$ cat config.mk
export PLATFORM = sky130hd
export DESIGN_NAME = id_ex_alu_issue_flat
export DESIGN_NICKNAME = d
export VERILOG_FILES = /design/src/rtl/alu_pkg.sv /design/src/rtl/id_ex_alu_issue_if.sv /design/src/rtl/alu_ctrl_dec.sv /design/src/rtl/id_ex_alu_issue.sv /design/src/flat_wrapper.sv
export SDC_FILE = /design/constraint.sdc
export NUM_CORES = 1
export LEC_CHECK = 0
export ABC_AREA = 1
export ABC_CLOCK_PERIOD_IN_PS = 4200
export CORE_ASPECT_RATIO = 0.7
export CORE_MARGIN = 2
export CORE_UTILIZATION = 48
export CTS_BUF_LIST = sky130_fd_sc_hd__clkbuf_4 sky130_fd_sc_hd__clkbuf_8
export DETAILED_ROUTE_END_ITERATION = 10
export GPL_ROUTABILITY_DRIVEN = 0
export HOLD_SLACK_MARGIN = 0.06
export PLACE_DENSITY = 0.88
export SLEW_MARGIN = 15
export SYNTH_ARGS = -nofsm -noshare
export SYNTH_HDL_FRONTEND = slang
export SYNTH_SLANG_ARGS = --single-unit
$ cat constraint.sdc
create_clock -name clk -period 4.2 [get_ports clk]
set_input_delay 0.63 -clock clk [delete_from_list [all_inputs] [get_ports clk]]
set_output_delay 0.63 -clock clk [all_outputs]
set_load 0.03 [all_outputs]
$ cat src/rtl/alu_pkg.sv
// Shared ALU definitions for the decode-to-execute issue stage.
// Holds the 4-bit ALU operation codes, the 2-bit alu_mode codes from decode,
// and the funct3 values that the ALU control decoder recognises.
package alu_pkg;

  typedef enum logic [3:0] {
    ALU_SUB = 4'b0000,
    ALU_ADD = 4'b0001,
    ALU_AND = 4'b0010,
    ALU_OR  = 4'b0011,
    ALU_SRL = 4'b1100
  } alu_op_e;

  typedef enum logic [1:0] {
    MODE_ADD   = 2'b00,  // address generation for load/store
    MODE_SUB   = 2'b01,  // branch compare
    MODE_FUNCT = 2'b10,  // decode from funct3/funct7
    MODE_RSVD  = 2'b11
  } alu_mode_e;

  localparam logic [2:0] F3_ADDSUB = 3'b000;
  localparam logic [2:0] F3_SRL    = 3'b101;
  localparam logic [2:0] F3_OR     = 3'b110;
  localparam logic [2:0] F3_AND    = 3'b111;

endpackage

$ cat src/rtl/id_ex_alu_issue_if.sv
// Bundle between decode, the ID/EX issue register and the EX stage.
//   id_*   : instruction presented by decode, with id_valid/id_ready handshake
//   fwd_*  : write-back info from EX/MEM and MEM/WB for operand forwarding
//   flush  : kill the registered and the incoming instruction
//   ex_*   : registered instruction for the ALU, with ex_valid/ex_ready handshake
// slave  : the issue register's view; master : the surrounding pipeline's view.
interface id_ex_alu_issue_if #(
  parameter int XLEN = 32,
  parameter int REGW = 5
);
  logic            id_valid;
  logic            id_ready;
  logic [1:0]      id_alu_mode;
  logic [2:0]      id_funct3;
  logic            id_funct7_5;
  logic            id_is_rtype;
  logic            id_alu_src;
  logic [REGW-1:0] id_rs1;
  logic [REGW-1:0] id_rs2;
  logic [XLEN-1:0] id_rs1_data;
  logic [XLEN-1:0] id_rs2_data;
  logic [XLEN-1:0] id_imm;
  logic [REGW-1:0] id_rd;

  logic            fwd_exmem_we;
  logic            fwd_memwb_we;
  logic [REGW-1:0] fwd_exmem_rd;
  logic [REGW-1:0] fwd_memwb_rd;
  logic [XLEN-1:0] fwd_exmem_data;
  logic [XLEN-1:0] fwd_memwb_data;

  logic            flush;

  logic            ex_valid;
  logic            ex_ready;
  logic [XLEN-1:0] ex_a;
  logic [XLEN-1:0] ex_b;
  logic [3:0]      ex_op;
  logic [XLEN-1:0] ex_store_data;
  logic [REGW-1:0] ex_rd;
  logic            ex_illegal;

  modport slave (
    input  id_valid, id_alu_mode, id_funct3, id_funct7_5, id_is_rtype, id_alu_src,
           id_rs1, id_rs2, id_rs1_data, id_rs2_data, id_imm, id_rd,
           fwd_exmem_we, fwd_memwb_we, fwd_exmem_rd, fwd_memwb_rd,
           fwd_exmem_data, fwd_memwb_data, flush, ex_ready,
    output id_ready, ex_valid, ex_a, ex_b, ex_op, ex_store_data, ex_rd, ex_illegal
  );

  modport master (
    output id_valid, id_alu_mode, id_funct3, id_funct7_5, id_is_rtype, id_alu_src,
           id_rs1, id_rs2, id_rs1_data, id_rs2_data, id_imm, id_rd,
           fwd_exmem_we, fwd_memwb_we, fwd_exmem_rd, fwd_memwb_rd,
           fwd_exmem_data, fwd_memwb_data, flush, ex_ready,
    input  id_ready, ex_valid, ex_a, ex_b, ex_op, ex_store_data, ex_rd, ex_illegal
  );
endinterface

$ cat src/rtl/alu_ctrl_dec.sv
// ALU control decoder (combinational).
//   alu_mode, funct3, funct7_5, is_rtype : decode-stage control fields
//   op      : 4-bit ALU operation code
//   illegal : operation not supported; op falls back to ADD
module alu_ctrl_dec
  import alu_pkg::*;
(
  input  logic [1:0] alu_mode,
  input  logic [2:0] funct3,
  input  logic       funct7_5,
  input  logic       is_rtype,
  output alu_op_e    op,
  output logic       illegal
);

  always_comb begin
    // NOTE: both outputs get a default before the case so no path leaves
    // them unassigned; that is what keeps this block free of latches.
    op      = ALU_ADD;
    illegal = 1'b1;
    case (alu_mode)
      MODE_ADD: begin
        op      = ALU_ADD;
        illegal = 1'b0;
      end
      MODE_SUB: begin
        op      = ALU_SUB;
        illegal = 1'b0;
      end
      MODE_FUNCT: begin
        case (funct3)
          F3_ADDSUB: begin
            // Only R-type may encode SUB; ADDI with bit 30 set is still ADD.
            op      = (is_rtype && funct7_5) ? ALU_SUB : ALU_ADD;
            illegal = 1'b0;
          end
          F3_AND: begin
            op      = ALU_AND;
            illegal = 1'b0;
          end
          F3_OR: begin
            op      = ALU_OR;
            illegal = 1'b0;
          end
          F3_SRL: begin
            // Logical shift only; the arithmetic variant falls to the illegal default.
            if (!funct7_5) begin
              op      = ALU_SRL;
              illegal = 1'b0;
            end
          end
          default: ;
        endcase
      end
      default: ;
    endcase
  end

endmodule

$ cat src/rtl/id_ex_alu_issue.sv
// ID/EX issue register: decodes the ALU control, selects and forwards the
// operands, and registers everything for the EX stage one cycle later.
//   clk   : rising-edge clock
//   rst_n : asynchronous active-low reset
//   bus   : decode/forwarding inputs and EX outputs (slave modport)
// One-entry register without skid buffer: decode is accepted when the entry is
// empty or is being consumed in the same cycle. Flush beats accept and hold.
module id_ex_alu_issue
  import alu_pkg::*;
#(
  parameter int XLEN = 32,
  parameter int REGW = 5
) (
  input  logic                clk,
  input  logic                rst_n,
  id_ex_alu_issue_if.slave    bus
);

  // Forwarding priority: youngest producer (EX/MEM) first. x0 never forwards.
  function automatic logic [XLEN-1:0] fwd_sel(
    input logic [REGW-1:0] rs,
    input logic [XLEN-1:0] rf_data,
    input logic            exmem_we,
    input logic [REGW-1:0] exmem_rd,
    input logic [XLEN-1:0] exmem_data,
    input logic            memwb_we,
    input logic [REGW-1:0] memwb_rd,
    input logic [XLEN-1:0] memwb_data
  );
    if (exmem_we && exmem_rd == rs && rs != '0) return exmem_data;
    if (memwb_we && memwb_rd == rs && rs != '0) return memwb_data;
    return rf_data;
  endfunction

  alu_op_e         dec_op;
  logic            dec_illegal;
  logic [XLEN-1:0] rs1_val;
  logic [XLEN-1:0] rs2_val;
  logic            accept;

  logic            valid_q;
  logic [XLEN-1:0] a_q;
  logic [XLEN-1:0] b_q;
  alu_op_e         op_q;
  logic [XLEN-1:0] store_q;
  logic [REGW-1:0] rd_q;
  logic            illegal_q;

  alu_ctrl_dec u_dec (
    .alu_mode (bus.id_alu_mode),
    .funct3   (bus.id_funct3),
    .funct7_5 (bus.id_funct7_5),
    .is_rtype (bus.id_is_rtype),
    .op       (dec_op),
    .illegal  (dec_illegal)
  );

  assign rs1_val = fwd_sel(bus.id_rs1, bus.id_rs1_data,
                           bus.fwd_exmem_we, bus.fwd_exmem_rd, bus.fwd_exmem_data,
                           bus.fwd_memwb_we, bus.fwd_memwb_rd, bus.fwd_memwb_data);
  assign rs2_val = fwd_sel(bus.id_rs2, bus.id_rs2_data,
                           bus.fwd_exmem_we, bus.fwd_exmem_rd, bus.fwd_exmem_data,
                           bus.fwd_memwb_we, bus.fwd_memwb_rd, bus.fwd_memwb_data);

  assign bus.id_ready = ~valid_q | bus.ex_ready;
  assign accept       = bus.id_valid & bus.id_ready & ~bus.flush;

  always_ff @(posedge clk or negedge rst_n) begin
    if (!rst_n) begin
      valid_q   <= 1'b0;
      a_q       <= '0;
      b_q       <= '0;
      op_q      <= ALU_ADD;
      store_q   <= '0;
      rd_q      <= '0;
      illegal_q <= 1'b0;
    end else if (bus.flush) begin
      // Data fields keep their old values; only the valid bit is killed.
      valid_q <= 1'b0;
    end else if (accept) begin
      // NOTE: non-blocking assignments so every register samples pre-edge
      // values regardless of statement order.
      valid_q   <= 1'b1;
      a_q       <= rs1_val;
      b_q       <= bus.id_alu_src ? bus.id_imm : rs2_val;
      op_q      <= dec_op;
      store_q   <= rs2_val;
      rd_q      <= bus.id_rd;
      illegal_q <= dec_illegal;
    end else if (bus.ex_ready) begin
      valid_q <= 1'b0;
    end
  end

  assign bus.ex_valid      = valid_q;
  assign bus.ex_a          = a_q;
  assign bus.ex_b          = b_q;
  assign bus.ex_op         = op_q;
  assign bus.ex_store_data = store_q;
  assign bus.ex_rd         = rd_q;
  assign bus.ex_illegal    = illegal_q;

endmodule

$ cat src/flat_wrapper.sv
// flat-port wrapper written by rule: the top's interface ports become plain ports
module id_ex_alu_issue_flat import alu_pkg::*;
#(
  parameter int XLEN = 32,
  parameter int REGW = 5
)
  (clk, rst_n, bus_id_valid, bus_id_alu_mode, bus_id_funct3, bus_id_funct7_5, bus_id_is_rtype, bus_id_alu_src, bus_id_rs1, bus_id_rs2, bus_id_rs1_data, bus_id_rs2_data, bus_id_imm, bus_id_rd, bus_fwd_exmem_we, bus_fwd_memwb_we, bus_fwd_exmem_rd, bus_fwd_memwb_rd, bus_fwd_exmem_data, bus_fwd_memwb_data, bus_flush, bus_ex_ready, bus_id_ready, bus_ex_valid, bus_ex_a, bus_ex_b, bus_ex_op, bus_ex_store_data, bus_ex_rd, bus_ex_illegal);
  id_ex_alu_issue_if #(.XLEN(XLEN), .REGW(REGW)) bus_i ();
  input  logic clk;
  input  logic rst_n;
  input wire logic [$bits(bus_i.id_valid)-1:0] bus_id_valid;
  input wire logic [$bits(bus_i.id_alu_mode)-1:0] bus_id_alu_mode;
  input wire logic [$bits(bus_i.id_funct3)-1:0] bus_id_funct3;
  input wire logic [$bits(bus_i.id_funct7_5)-1:0] bus_id_funct7_5;
  input wire logic [$bits(bus_i.id_is_rtype)-1:0] bus_id_is_rtype;
  input wire logic [$bits(bus_i.id_alu_src)-1:0] bus_id_alu_src;
  input wire logic [$bits(bus_i.id_rs1)-1:0] bus_id_rs1;
  input wire logic [$bits(bus_i.id_rs2)-1:0] bus_id_rs2;
  input wire logic [$bits(bus_i.id_rs1_data)-1:0] bus_id_rs1_data;
  input wire logic [$bits(bus_i.id_rs2_data)-1:0] bus_id_rs2_data;
  input wire logic [$bits(bus_i.id_imm)-1:0] bus_id_imm;
  input wire logic [$bits(bus_i.id_rd)-1:0] bus_id_rd;
  input wire logic [$bits(bus_i.fwd_exmem_we)-1:0] bus_fwd_exmem_we;
  input wire logic [$bits(bus_i.fwd_memwb_we)-1:0] bus_fwd_memwb_we;
  input wire logic [$bits(bus_i.fwd_exmem_rd)-1:0] bus_fwd_exmem_rd;
  input wire logic [$bits(bus_i.fwd_memwb_rd)-1:0] bus_fwd_memwb_rd;
  input wire logic [$bits(bus_i.fwd_exmem_data)-1:0] bus_fwd_exmem_data;
  input wire logic [$bits(bus_i.fwd_memwb_data)-1:0] bus_fwd_memwb_data;
  input wire logic [$bits(bus_i.flush)-1:0] bus_flush;
  input wire logic [$bits(bus_i.ex_ready)-1:0] bus_ex_ready;
  output wire logic [$bits(bus_i.id_ready)-1:0] bus_id_ready;
  output wire logic [$bits(bus_i.ex_valid)-1:0] bus_ex_valid;
  output wire logic [$bits(bus_i.ex_a)-1:0] bus_ex_a;
  output wire logic [$bits(bus_i.ex_b)-1:0] bus_ex_b;
  output wire logic [$bits(bus_i.ex_op)-1:0] bus_ex_op;
  output wire logic [$bits(bus_i.ex_store_data)-1:0] bus_ex_store_data;
  output wire logic [$bits(bus_i.ex_rd)-1:0] bus_ex_rd;
  output wire logic [$bits(bus_i.ex_illegal)-1:0] bus_ex_illegal;
  assign bus_i.id_valid = bus_id_valid;
  assign bus_i.id_alu_mode = bus_id_alu_mode;
  assign bus_i.id_funct3 = bus_id_funct3;
  assign bus_i.id_funct7_5 = bus_id_funct7_5;
  assign bus_i.id_is_rtype = bus_id_is_rtype;
  assign bus_i.id_alu_src = bus_id_alu_src;
  assign bus_i.id_rs1 = bus_id_rs1;
  assign bus_i.id_rs2 = bus_id_rs2;
  assign bus_i.id_rs1_data = bus_id_rs1_data;
  assign bus_i.id_rs2_data = bus_id_rs2_data;
  assign bus_i.id_imm = bus_id_imm;
  assign bus_i.id_rd = bus_id_rd;
  assign bus_i.fwd_exmem_we = bus_fwd_exmem_we;
  assign bus_i.fwd_memwb_we = bus_fwd_memwb_we;
  assign bus_i.fwd_exmem_rd = bus_fwd_exmem_rd;
  assign bus_i.fwd_memwb_rd = bus_fwd_memwb_rd;
  assign bus_i.fwd_exmem_data = bus_fwd_exmem_data;
  assign bus_i.fwd_memwb_data = bus_fwd_memwb_data;
  assign bus_i.flush = bus_flush;
  assign bus_i.ex_ready = bus_ex_ready;
  assign bus_id_ready = bus_i.id_ready;
  assign bus_ex_valid = bus_i.ex_valid;
  assign bus_ex_a = bus_i.ex_a;
  assign bus_ex_b = bus_i.ex_b;
  assign bus_ex_op = bus_i.ex_op;
  assign bus_ex_store_data = bus_i.ex_store_data;
  assign bus_ex_rd = bus_i.ex_rd;
  assign bus_ex_illegal = bus_i.ex_illegal;
  id_ex_alu_issue #(.XLEN(XLEN), .REGW(REGW)) u_core (.clk(clk), .rst_n(rst_n), .bus(bus_i));
endmodule
==> results of run 1 <==
-- cell type report --
class / count / area, um2 / area share
sequential: 106 / 2650 / 0.251
clock inverter: 4 / 52.6 / 0.00497
clock buffer: 12 / 146 / 0.0139
inverter: 158 / 594 / 0.0563
tap: 200 / 250 / 0.0237
multi-input combinational: 746 / 3690 / 0.349
timing repair buffer: 320 / 3180 / 0.301
-- synthesized netlist by cell type (8+ instances only) --
library cell / instances
buf_6: 19
o21ai_0: 35
nand3_2: 51
clkbuf_8: 10
nand3_1: 117
a31oi_1: 33
nand2_2: 39
nor2_1: 104
buf_2: 8
dfrtp_1: 105
nand2_1: 333
inv_2: 10
inv_1: 148
clkbuf_1: 17
-- stage by stage --
| step | hold WS [ns] | cells | power (mW) |
|---|---|---|---|
| after global routing | 0.281 | 1546 | 3.51 |
| after floorplan | 0.334 | 1072 | 2.02 |
| after global placement | 0.456 | 1530 | 2.67 |
| after detailed placement | 0.460 | 1530 | 2.69 |
| final | 0.225 | 1546 | 3.36 |
| after CTS | 0.245 | 1546 | 3.36 |
-- report_power, final --
part           internal, mW  leakage [nW]  switching (mW)  total [mW]
sequential             1.18          1.26           0.103        1.29
combinational         0.597          3.94           0.797        1.39
clock                 0.297        0.0931           0.376       0.674
total                  2.08          5.30            1.28        3.36
-- critical path, cell delays in order --
cell and delay, ns:
clkdlybuf4s50_1 0.55, inv_2 0.08, nand2_1 0.06, nand2_1 0.07, inv_1 0.07, nand2_2 0.08
nor2_8 0.51, nand2_4 0.54, nand2_1 0.17, nand3_1 0.11, nand3_1 0.10, nand2_1 0.06
nand2_1 0.06
-- flip-flops by register name, summed over array words and instances (netlist names) --
name,count
u_core.bus.ex_b,32
u_core.bus.ex_a,32
u_core.bus.ex_op,3
u_core.bus.ex_rd,5
u_core.bus.ex_store_data,32
u_core.bus.ex_valid,1
u_core.bus.ex_illegal,1
-- logic make-up (layout without fill, tap and decap cells) --
kind of cell,count (synthesis),after routing
compound gates,81,81
xor+xnor,4,4
fa+ha+maj,3,3
buf+inv,220,494
flops,106,106
simple gates,658,658
-- routing by layer --
metal | share of wire | up-vias | track usage
li1 | - | 3861 | -
met1 | 0.40 | 3789 | 0.402
met2 | 0.47 | 478 | 0.523
met3 | 0.11 | 43 | 0.0914
met4 | 0.019 | 0 | 0.0926
met5 | 0 | - | 0
-- worst min path at each step --
stage	end	slack, ns	cells past startpoint
3_5_place_dp	u_core.bus.ex_rd[1]	0.46	2
5_1_grt	u_core.bus.ex_store_data[28]	0.28	1
2_1_floorplan	u_core.bus.ex_a[0]	0.33	0
3_3_place_gp	u_core.bus.ex_rd[4]	0.46	2
6_report	u_core.bus.ex_store_data[28]	0.22	1
4_1_cts	u_core.bus.ex_store_data[28]	0.24	1
==> results by group, run 1 <==
Final layout
  – Fill cell count: 1287
  – Area Overhead vs Synth: 42.1%
  – Fin util: 0.690
  – Most common cell after layout, fill and taps aside: nand2_1
  – Share of layout cells above drive strength 1: 0.108
  – N_diodes: 0
  – Final instance area: 0.0106 mm2
  – Nets: 1544
  – Most frequent cells in the layout: nand2_1, clkdlybuf4s50_1, inv_1

Worst setup path
  – Crit path max fanout: 33
  – Reg2reg setup slack: 1.99 ns
  – Critical path class: in2reg
  – Crit path DAT: 3.08 ns
  – Crit path capture: u_core.bus.ex_b[31]
  – Reg2reg start: u_core.bus.ex_valid
  – Crit path launch: bus_id_rs2[1]
  – Cell depth of the worst flop-to-flop path: 7
  – FF-to-FF End: u_core.bus.ex_store_data[1]
  – CP Capture Type: register
  – WP data required: 4.51 ns
  – Startpoint types: input pin

GRT
  – Vias in the first global route: 7956
  – First-pass GRT wire length: 41000 um
  – Initial antenna violation count: 0
  – Pin count of the biggest net entering global routing: 61
  – Tot GR Track Use: 0.314
  – GRT overflow: 0

Logic synthesis
  – Post-synthesis simple-gate area fraction: 0.421
  – Synth Area in Compound Gates: 0.0629
  – Syn Area/Cell: 6.94 um2
  – Area leader, netlist: dfrtp_1
  – Primary FF master, synth: dfrtp_1
  – Share of the synthesized area in the top cell type: 0.353
  – #FFs+latches synth: 106
  – Synthesized Nets: 1275
  – Post-Synth Adder-Cell Area: 0.00505
  – XOR/XNOR Fraction of Synth Area: 0.00471
  – Synth async-reset ratio: 1.00
  – Synth warn: 0
  – Mapped Area: 0.00744 mm2
  – Ranking of synthesized cells by area: dfrtp_1, nand2_1, nand3_1
  – Mapped Cells: 1072
  – Largest family of logic cells by synthesized area: simple AND/OR/NAND/NOR gates
  – Number of flops mapped to enable cells by yosys: 0
  – Sequential area share after synthesis: 0.357
  – Post-synth cell types: 34
  – Fraction of synthesized area in multiplexers: 0

Power
  – Worst VDD drop: 0.000214 V
  – Leak: 5.30 nW
  – Pwr Density: 318 mW/mm2

Timing
  – Tcrit/Tclk final: 0.659
  – Final TNS setup: 0 ns
  – Final-report hold violation count: 0
  – Slew margin rel.: 0.301
  – Max Clock Skew: 0.0165 ns
  – Final min period: 2.77 ns
  – Max Slew Vio Count: 0
  – Final setup vio count: 0
  – Setup ws final: 1.43 ns
  – Worst-margin pin slew: 1.05 ns
  – Fmax: 0.361 GHz
  – RSZ-0062 raised after global routing: no

Clocking
  – CTS clk-pin slew, worst paths: 0.11 ns
  – CTS tree: yes
  – Worst skew pair latency: 0.38 ns
  – CTS buffer count: 9
  – CTS Buffer Depth: 2
  – H-Tree Depth: 3
  – Clk sinks: 106
  – Hold-fix buffers, CTS: 0
  – Post-CTS Resized: 0
  – Postcts setup bufs: 0
  – Clock root buffer: clkbuf_8

Route
  – DRT iter0 DRCs: 578
  – Drc violations: 0
  – Drt wl/cell: 16.8 um
  – Post-DRT Antenna Nets: 0
  – Vias per cell: 5.29
  – Pre-antenna DRT Iters: 5
  – Post-Route WL: 26000 um
  – Vias: 8171

Floorplanning
  – Core area: 0.0153 mm2
  – Initial core utilization: 0.486
  – Die Y: 108 um
  – Number of placed I/O pins: 308
  – Die area: 0.0165 mm2
  – Die width: 153 um
  – Rows: 38

Run
  – # Max-Cap Violations: 0

Placed design
  – Cell area after placement: 0.0104 mm2
  – Final HPWL DP: 18700 um
  – IO Port Bufs: 307
  – Worst slack, placed: 1.06 ns

Outcome
  – Status: finished, final reports clean

Hold path
  – Hold Path Class: in2async
Note: power is estimated with default switching activity, not from simulation.
==> run 2: changes to the inputs <==
Settings changed: ABC_CLOCK_PERIOD_IN_PS 4200 to 2300, CORE_UTILIZATION 48 to 41, PLACE_DENSITY 0.88 to 0.8.
Clock period 4.2 ns to 2.3 ns, I/O delays scaled along.
==> results by group, run 2 (synthesis results as in run 1) <==
Outcome
  – Status: finished, final reports clean

Final layout
  – Nets: 1560
  – Share of layout cells above drive strength 1: 0.117
  – Final instance area: 0.0109 mm2
  – Most frequent cells in the layout: nand2_1, clkdlybuf4s50_1, inv_1
  – Area Overhead vs Synth: 46.9%
  – Layout Cells excl Fill: 1598
  – Fin util: 0.610
  – Most common cell after layout, fill and taps aside: nand2_1
  – Fill cell count: 1646
  – N_diodes: 0

Route
  – Pre-antenna DRT Iters: 6
  – Drc violations: 0
  – Vias: 8181
  – Vias per cell: 5.12
  – Post-Route WL: 26700 um
  – Post-DRT Antenna Nets: 0
  – DRT iter0 DRCs: 712
  – Drt wl/cell: 16.7 um

Worst setup path
  – Startpoint types: register
  – Worst Path Buf+Inv: 3
  – Critical path class: reg2out
  – Crit path max fanout: 2
  – CP peak stage delay: 0.61 ns
  – Critical Path, Cell by Cell: inv_1, nor2_1, inv_1, clkdlybuf4s50_1
  – CP max-delay cell: clkdlybuf4s50_1
  – Crit path DAT: 1.71 ns
  – CP Capture Type: primary output
  – Critical Path Most Common Cell: inv_1
  – Crit-path leading delay family: buffers and inverters
  – WP data required: 1.96 ns

Floorplanning
  – Die width: 165 um
  – Initial core utilization: 0.415
  – Rows: 41
  – Core area: 0.0179 mm2
  – Die area: 0.0192 mm2
  – Die Y: 117 um
  – Number of placed I/O pins: 308

Clocking
  – Worst skew pair latency: 0.39 ns
  – CTS clk-pin slew, worst paths: 0.12 ns
  – Postcts setup bufs: 0
  – H-Tree Depth: 3
  – Clock root buffer: clkbuf_8
  – CTS tree: yes
  – CTS buffer count: 9
  – CTS Buffer Depth: 2
  – Clk sinks: 106

Power
  – Leak: 5.45 nW
  – Worst VDD drop: 0.000369 V
  – Power Total: 6.22 mW
  – Pwr Density: 569 mW/mm2

Timing
  – Final TNS setup: 0 ns
  – Hold WS: 0.483 ns
  – Final setup vio count: 0
  – Slew margin rel.: 0.578
  – Max Slew Vio Count: 0
  – Final min period: 2.05 ns
  – Setup ws final: 0.246 ns
  – Fmax: 0.487 GHz
  – RSZ-0062 raised after global routing: no
  – Tcrit/Tclk final: 0.893
  – Final-report hold violation count: 0
  – Worst-margin pin slew: 0.633 ns
  – Max Clock Skew: 0.0124 ns

GRT
  – GRT overflow: 0
  – Pin count of the biggest net entering global routing: 107
  – Tot GR Track Use: 0.277
  – First-pass GRT wire length: 41100 um
  – Initial antenna violation count: 0
  – Vias in the first global route: 7856

Placed design
  – Cell area after placement: 0.0107 mm2
  – Worst slack, placed: 0.0855 ns
  – IO Port Bufs: 307
  – Final HPWL DP: 19600 um
  – Placed Cells incl. Taps: 1581

Hold path
  – Hold Path Class: in2reg

Run
  – # Max-Cap Violations: 0
-- run 2: cell count changes in the layout (fill, tap and decap cells not counted) --
cell / delta
clkinvlp_4: -3
clkinv_2: +1
clkinv_4: +1
buf_12: +15
inv_6: +2
inv_8: +1
clkbuf_4: -2
dlygate4sd3_1: +1
-- run 2: routing by layer --
| layer | vias up | part of all wire | global-route usage |
|---|---|---|---|
| met4 | 0 | 0.024 | 0.0928 |
| met2 | 445 | 0.45 | 0.445 |
| met5 | - | 0 | 0 |
| met1 | 3789 | 0.42 | 0.362 |
| met3 | 47 | 0.11 | 0.0792 |
| li1 | 3900 | - | - |
-- run 2: final timing paths --
| path | to | startpoint | cells after the start | slack (ns) |
|---|---|---|---|---|
| worst max register to register | u_core.bus.ex_a[13] | u_core.bus.ex_valid | 9 | 0.71 |
| min in group asynchronous | u_core.bus.ex_valid | rst_n | 3 | 0.55 |
| max in group asynchronous | u_core.bus.ex_a[13] | rst_n | 3 | 1.26 |
| worst max-delay path | bus_id_ready | u_core.bus.ex_valid | 4 | 0.25 |
| worst min-delay path | u_core.bus.ex_rd[3] | bus_id_rd[3] | 3 | 0.48 |
| worst min register to register | u_core.bus.ex_a[2] | u_core.bus.ex_a[2] | 2 | 0.49 |
-- run 2: cell type report --
type                    count  area, um2  area share
inverters                 158        594      0.0544
flip-flops and latches    106       2650       0.243
repair buffers            336       3490       0.320
clock inverters             6       72.6     0.00664
clock buffers              10        131      0.0120
multi-input cells         746       3690       0.337
well taps                 236        295      0.0270
-- run 2: tightest hold or removal path: cells and delay by family --
kind                   cells  cell delay [ns]
and+or+nand+nor            2             0.11
buffers and inverters      1             0.39
-- run 2: repair_timing --
action	CTS	global route
resized for setup	0	0
hold endpoints to repair	84	0
hold buffers	1	0
-- run 2: power breakdown --
| group | switching [mW] | internal, mW |
|---|---|---|
| logic | 1.47 | 1.13 |
| registers | 0.182 | 2.16 |
| clock network | 0.736 | 0.534 |
==> edit 1 (config.mk and constraints of run 2) <==
`XLEN` is set to 32 in 3 places; all go to 64.
--- a/src/rtl/id_ex_alu_issue_if.sv
+++ b/src/rtl/id_ex_alu_issue_if.sv
@@ -7,3 +7,3 @@
 interface id_ex_alu_issue_if #(
-  parameter int XLEN = 32,
+  parameter int XLEN = 64,
   parameter int REGW = 5
--- a/src/rtl/id_ex_alu_issue.sv
+++ b/src/rtl/id_ex_alu_issue.sv
@@ -10,3 +10,3 @@
 #(
-  parameter int XLEN = 32,
+  parameter int XLEN = 64,
   parameter int REGW = 5
--- a/src/flat_wrapper.sv
+++ b/src/flat_wrapper.sv
@@ -3,3 +3,3 @@
 #(
-  parameter int XLEN = 32,
+  parameter int XLEN = 64,
   parameter int REGW = 5
Ports: changed (8 resized); port bits go from 308 to 564. No check against the original RTL was run, so the function may have changed too.
==> edit 1 against run 2 <==
- sequential cell count increased by 96
- wire length increased by 110%
- cell area increased by 85%
- synthesized area increased by 76%
- hold slack got worse by 130 ps
- power increased by 110%
- setup slack got worse by 81 ps
- synthesized cell count increased by 69%
==> edit 1: results (changes against run 2) <==
Area contributors post-synth dfrtp_1, nand2_1, nand3_1; Met1 Routed Length 20800 um (+84%); Clock transition at path regs 70 ps (-50 ps); Multi-input gate area 6620 sq um (+80%); share of cells above drive strength 1 11.2% (-0.50 points); Yosys cell types 32 (-5.9%); Signal inverters 159 (+0.63%); final wirelength 57400 um (+110%); hold path start bus_id_rd[1]; Vias per Instance 5.46 (+6.7%); initial antenna violation count 16 (+16); post-synthesis xor/xnor area fraction 0.334% (-0.14 points); Clock Skew 26.9 ps (+14.4 ps); Hold WS 357 ps (-126 ps); static leakage 9.59 nW (+76%); Seq/total area 25.0% (+0.75 points); Non-clk bufs 633 (+88%); CTS buffer count 36 (+27); Total GRT Usage 33.3% (+5.5 points); Port Buf Inserts 563 (+83%); most frequent cells after synthesis nand2_1, nand3_1, nor2_1; fill count 2610 (+59%); status completed; Longest Clk Path Bufs 3 (+1); end of the worst hold path u_core.bus.ex_rd[1]$_DFFE_PN0P_; nets 2717 (+74%); Slew @ Worst Pin 788 ps (+155 ps); post-synthesis sequential area ratio 38.6% (+2.9 points); Die ar. 33400 sq um (+74%); Net Count, Synth 2178 (+71%); area grow syn2layout 54.0%; global-route wire length before repair 86000 um (+110%); CTS H-tree lvls 2 (-1); met1 usage 40.3% (+4.2 points); Routed met2 length 26800 um (+120%); VDD IR-drop max 0.000552 V (+50%); M2 GR Usage 54.1% (+9.5 points); Critical Path End bus_ex_op[0]; GR Layer Usage met3 8.63% (+0.71 points); Critical Path Start u_core.bus.ex_op[0]$_DFFE_PN1P_; clock buffers 55 (+45); Reg-to-Reg End u_core.bus.ex_b[29]$_DFFE_PN0P_; post-synthesis compound-gate area fraction 3.70% (-2.6 points); multi-input logic cell count 1322 (+77%); Non-clock buffers, area share 32.7% (+0.70 points); Synth Area per Inst 7.22 sq um (+4.1%); setup ws final 165 ps (-81.2 ps); Synth Register Bits 202 (+91%); post-DP HPWL 42500 um (+120%); placed inst area 19400 sq um (+81%); critical path's largest stage delay 720 ps (+110 ps); Clock Network Area Fraction 3.73% (+1.9 points); dpl ws -227 ps (-313 ps); Iter 0 DRT Violations 1815 (+150%)
[edit 1: changes by cell type after synthesis, moves of 8 or more]
cell      change
nand3b_1     +64
a31oi_1      +31
nand2_2      -36
dfrtp_1      +96
buf_4         +8
buf_2        +50
nor2_1       +99
clkbuf_1     +15
nand3_1     +154
nand2_1     +231
clkbuf_8     -10
nand3_2      +68
o21ai_0      -34
[edit 1: report_power, final]
group          switching (mW)  internal (mW)
Clock                    1.58           2.07
Sequential              0.381           4.14
Combinational            2.84           2.14
Total                    4.80           8.35
[edit 1: cells by family after synthesis]
group | count (synthesis)
AND/OR/NAND/NOR | 1236
buffers and inverters | 291
flip-flops | 202
AO/OA/AOI/OAI | 78
XOR/XNOR | 5
adder cells (fa/ha/maj) | 3
[edit 1: timing repair]
action	4_1_cts	5_1_grt
resized for setup	0	0
endpoints found under the hold margin	56	0
hold buffers	1	0
==> edit 2 (settings of run 2) <==
Without the edit above. Make the reset (`rst_n`) synchronous in one clocked block. Comments in the files are not updated.
--- a/src/rtl/id_ex_alu_issue.sv
+++ b/src/rtl/id_ex_alu_issue.sv
@@ -67,3 +67,3 @@
 
-  always_ff @(posedge clk or negedge rst_n) begin
+  always_ff @(posedge clk) begin
     if (!rst_n) begin
Formal check against the unedited RTL: differs if rst_n is asserted again (counterexample within 4 cycles, from zero or initial values and one cycle with rst_n low); with rst_n held inactive, the same outputs for 4 cycles.
==> edit 2 against run 2 <==
- sequential cell count stayed put
- critical path type is now in -> out
- hold slack hardly changed
- cell area decreased by 7.1%
- setup slack got worse by 39 ps
- first-iteration DRC count fell by 13%
- wire length grew 0.87%
- synthesized area down 11%
- power decreased by 21%
- core utilization rose by 4.1 points
- largest cell class unchanged
==> edit 2: results (changes against run 2) <==
Reg-to-Reg End u_core.bus.ex_a[27]$_SDFFE_PN0P_; initial antenna violation count 0 (unchanged); Yosys Warn Count 0 (unchanged); first drt pass iteration count 6 (unchanged); largest net degree at the start of global routing 73 (-32%); Clock transition at path regs roughly 110 ps; Total GRT Usage 31.4% (+3.7 points); Yosys cell types 32 (-5.9%); Worst EP arrival 1750 ps (+40 ps); share of cells above drive strength 1 4.99% (-6.8 points); status completed; Critical Path Start bus_ex_ready; Critical Path End bus_id_ready; CTS H-tree lvls 3 (unchanged); Port Buf Inserts 307 (unchanged); f_max 478 MHz (-1.9%); VDD IR-drop max 0.000292 V (-21%); worst hold path type reg -> reg; placed inst area 9950 sq um (-7.1%); FF-to-FF setup slack 760 ps (+50 ps); post-synthesis async set-or-reset flop share 0% (-100 points); CTS buffer count 9 (unchanged); Crit-path slowest cell clkdlybuf4s50_1; dpl ws 162 ps (+76.5 ps); Net Count, Synth 1286 (+0.86%); Clock Skew 13.6 ps (+1.16 ps); Residual DRC 0 (unchanged); CP max FO 2 (unchanged); static leakage 4.84 nW (-11%); Avg WL per Cell 17.2 um (+3.1%); # resized after CTS 0 (unchanged); post-synthesis sequential area ratio 32.2% (-3.5 points); global-route wire length before repair 41800 um (+1.7%); critical path's largest stage delay 630 ps (+20 ps); most frequent cells after synthesis nand2_1, nand3_1, inv_1; fill count 1415 (-14%); clk root buf clkbuf_8; nets 1561 (+0.064%); DR vias 8263 (+1.0%); antenna cell count 0 (unchanged); worst flop-to-flop path startpoint u_core.bus.ex_valid$_SDFFE_PP0P_; final wirelength 27000 um (+0.87%); postcts setup bufs 0 (unchanged); Rel. slew slack 28.1% (-30 points); Iter 0 DRT Violations 618 (-13%); vias in the first global route 7977 (+1.5%); Longest Clk Path Bufs 2 (unchanged); flip-flop and latch area 2120 sq um (-20%); Syn Inst Count 1083 (+1.0%); Reg2Reg Depth 7 (-2); Inst Count DP 1547 (-2.2%); post-DP HPWL 20700 um (+5.5%); hold path start u_core.bus.ex_op[1]$_SDFFE_PN0P_; Skew-Pair Late Insertion Delay roughly 380 ps; Area contributors post-synth dfxtp_1, nand2_1, nand3_1
edit 2: cell count changes in the layout (fill, tap and decap cells not counted), moves of 21 or more:
cell	delta
dfxtp_1	+106
dfrtp_1	-105
a21oi_1	+100
nand2_1	-74
nand3_2	-50
nand3_1	+47
o21ai_0	+39
nand2_2	-38
a31oi_1	-33
nand3b_1	+32
nor2_1	-21
edit 2: kinds of logic after synthesis:
family / Yosys count / synth area share [%]
AOI/OAI and AO/OA: 184 / 14.3
xor gates and xnor gates: 5 / 0.665
adders and majority gates: 3 / 0.570
buffers and inverters: 232 / 14.7
DFF: 106 / 32.2
and+or+nand+nor: 553 / 37.5
edit 2: how the worst min path moves through the flow:
stage	endpoint	slack (ps)	cells after the start
after CTS	u_core.bus.ex_op[1]$_SDFFE_PN0P_	480	2
after global placement	u_core.bus.ex_op[0]$_SDFFE_PN1P_	460	2
after detailed placement	u_core.bus.ex_op[0]$_SDFFE_PN1P_	460	2
final	u_core.bus.ex_op[1]$_SDFFE_PN0P_	480	2
after global routing	u_core.bus.ex_op[1]$_SDFFE_PN0P_	500	2
after floorplan	u_core.bus.ex_valid$_SDFFE_PP0P_	420	1
edit 2: report_power, final:
group	switching [mW]	total (mW)	internal (mW)
clock	0.737	1.19	0.449
sequential	0.0706	2.03	1.96
combinational	0.896	1.66	0.767
edit 2: routing by layer:
| metal | GRT usage, % | wire length (um) | part of all wire [%] | vias to the layer above |
|---|---|---|---|---|
| met3 | 9.89 | 2740 | 10 | 86 |
| met2 | 53.8 | 12300 | 46 | 411 |
| met4 | 14.9 | 1260 | 4.7 | 0 |
| li1 | - | - | - | 4000 |
| met1 | 36.3 | 10700 | 40 | 3766 |
| met5 | 0 | 0 | 0 | - |
edit 2: area by class of cell:
type	count	area share, %
Clock inverter	6	0.604
Timing Repair Buffer	338	34.4
Sequential cell	106	20.9
Tap cell	200	2.47
Clock buffer	10	1.36
Multi-Input combinational cell	745	34.4
Inverter	158	5.84
edit 2: critical path: cells and delay by family:
| family | cells | cell delay [ps] |
|---|---|---|
| and+or+nand+nor | 1 | 250 |
| buffers and inverters | 3 | 1150 |
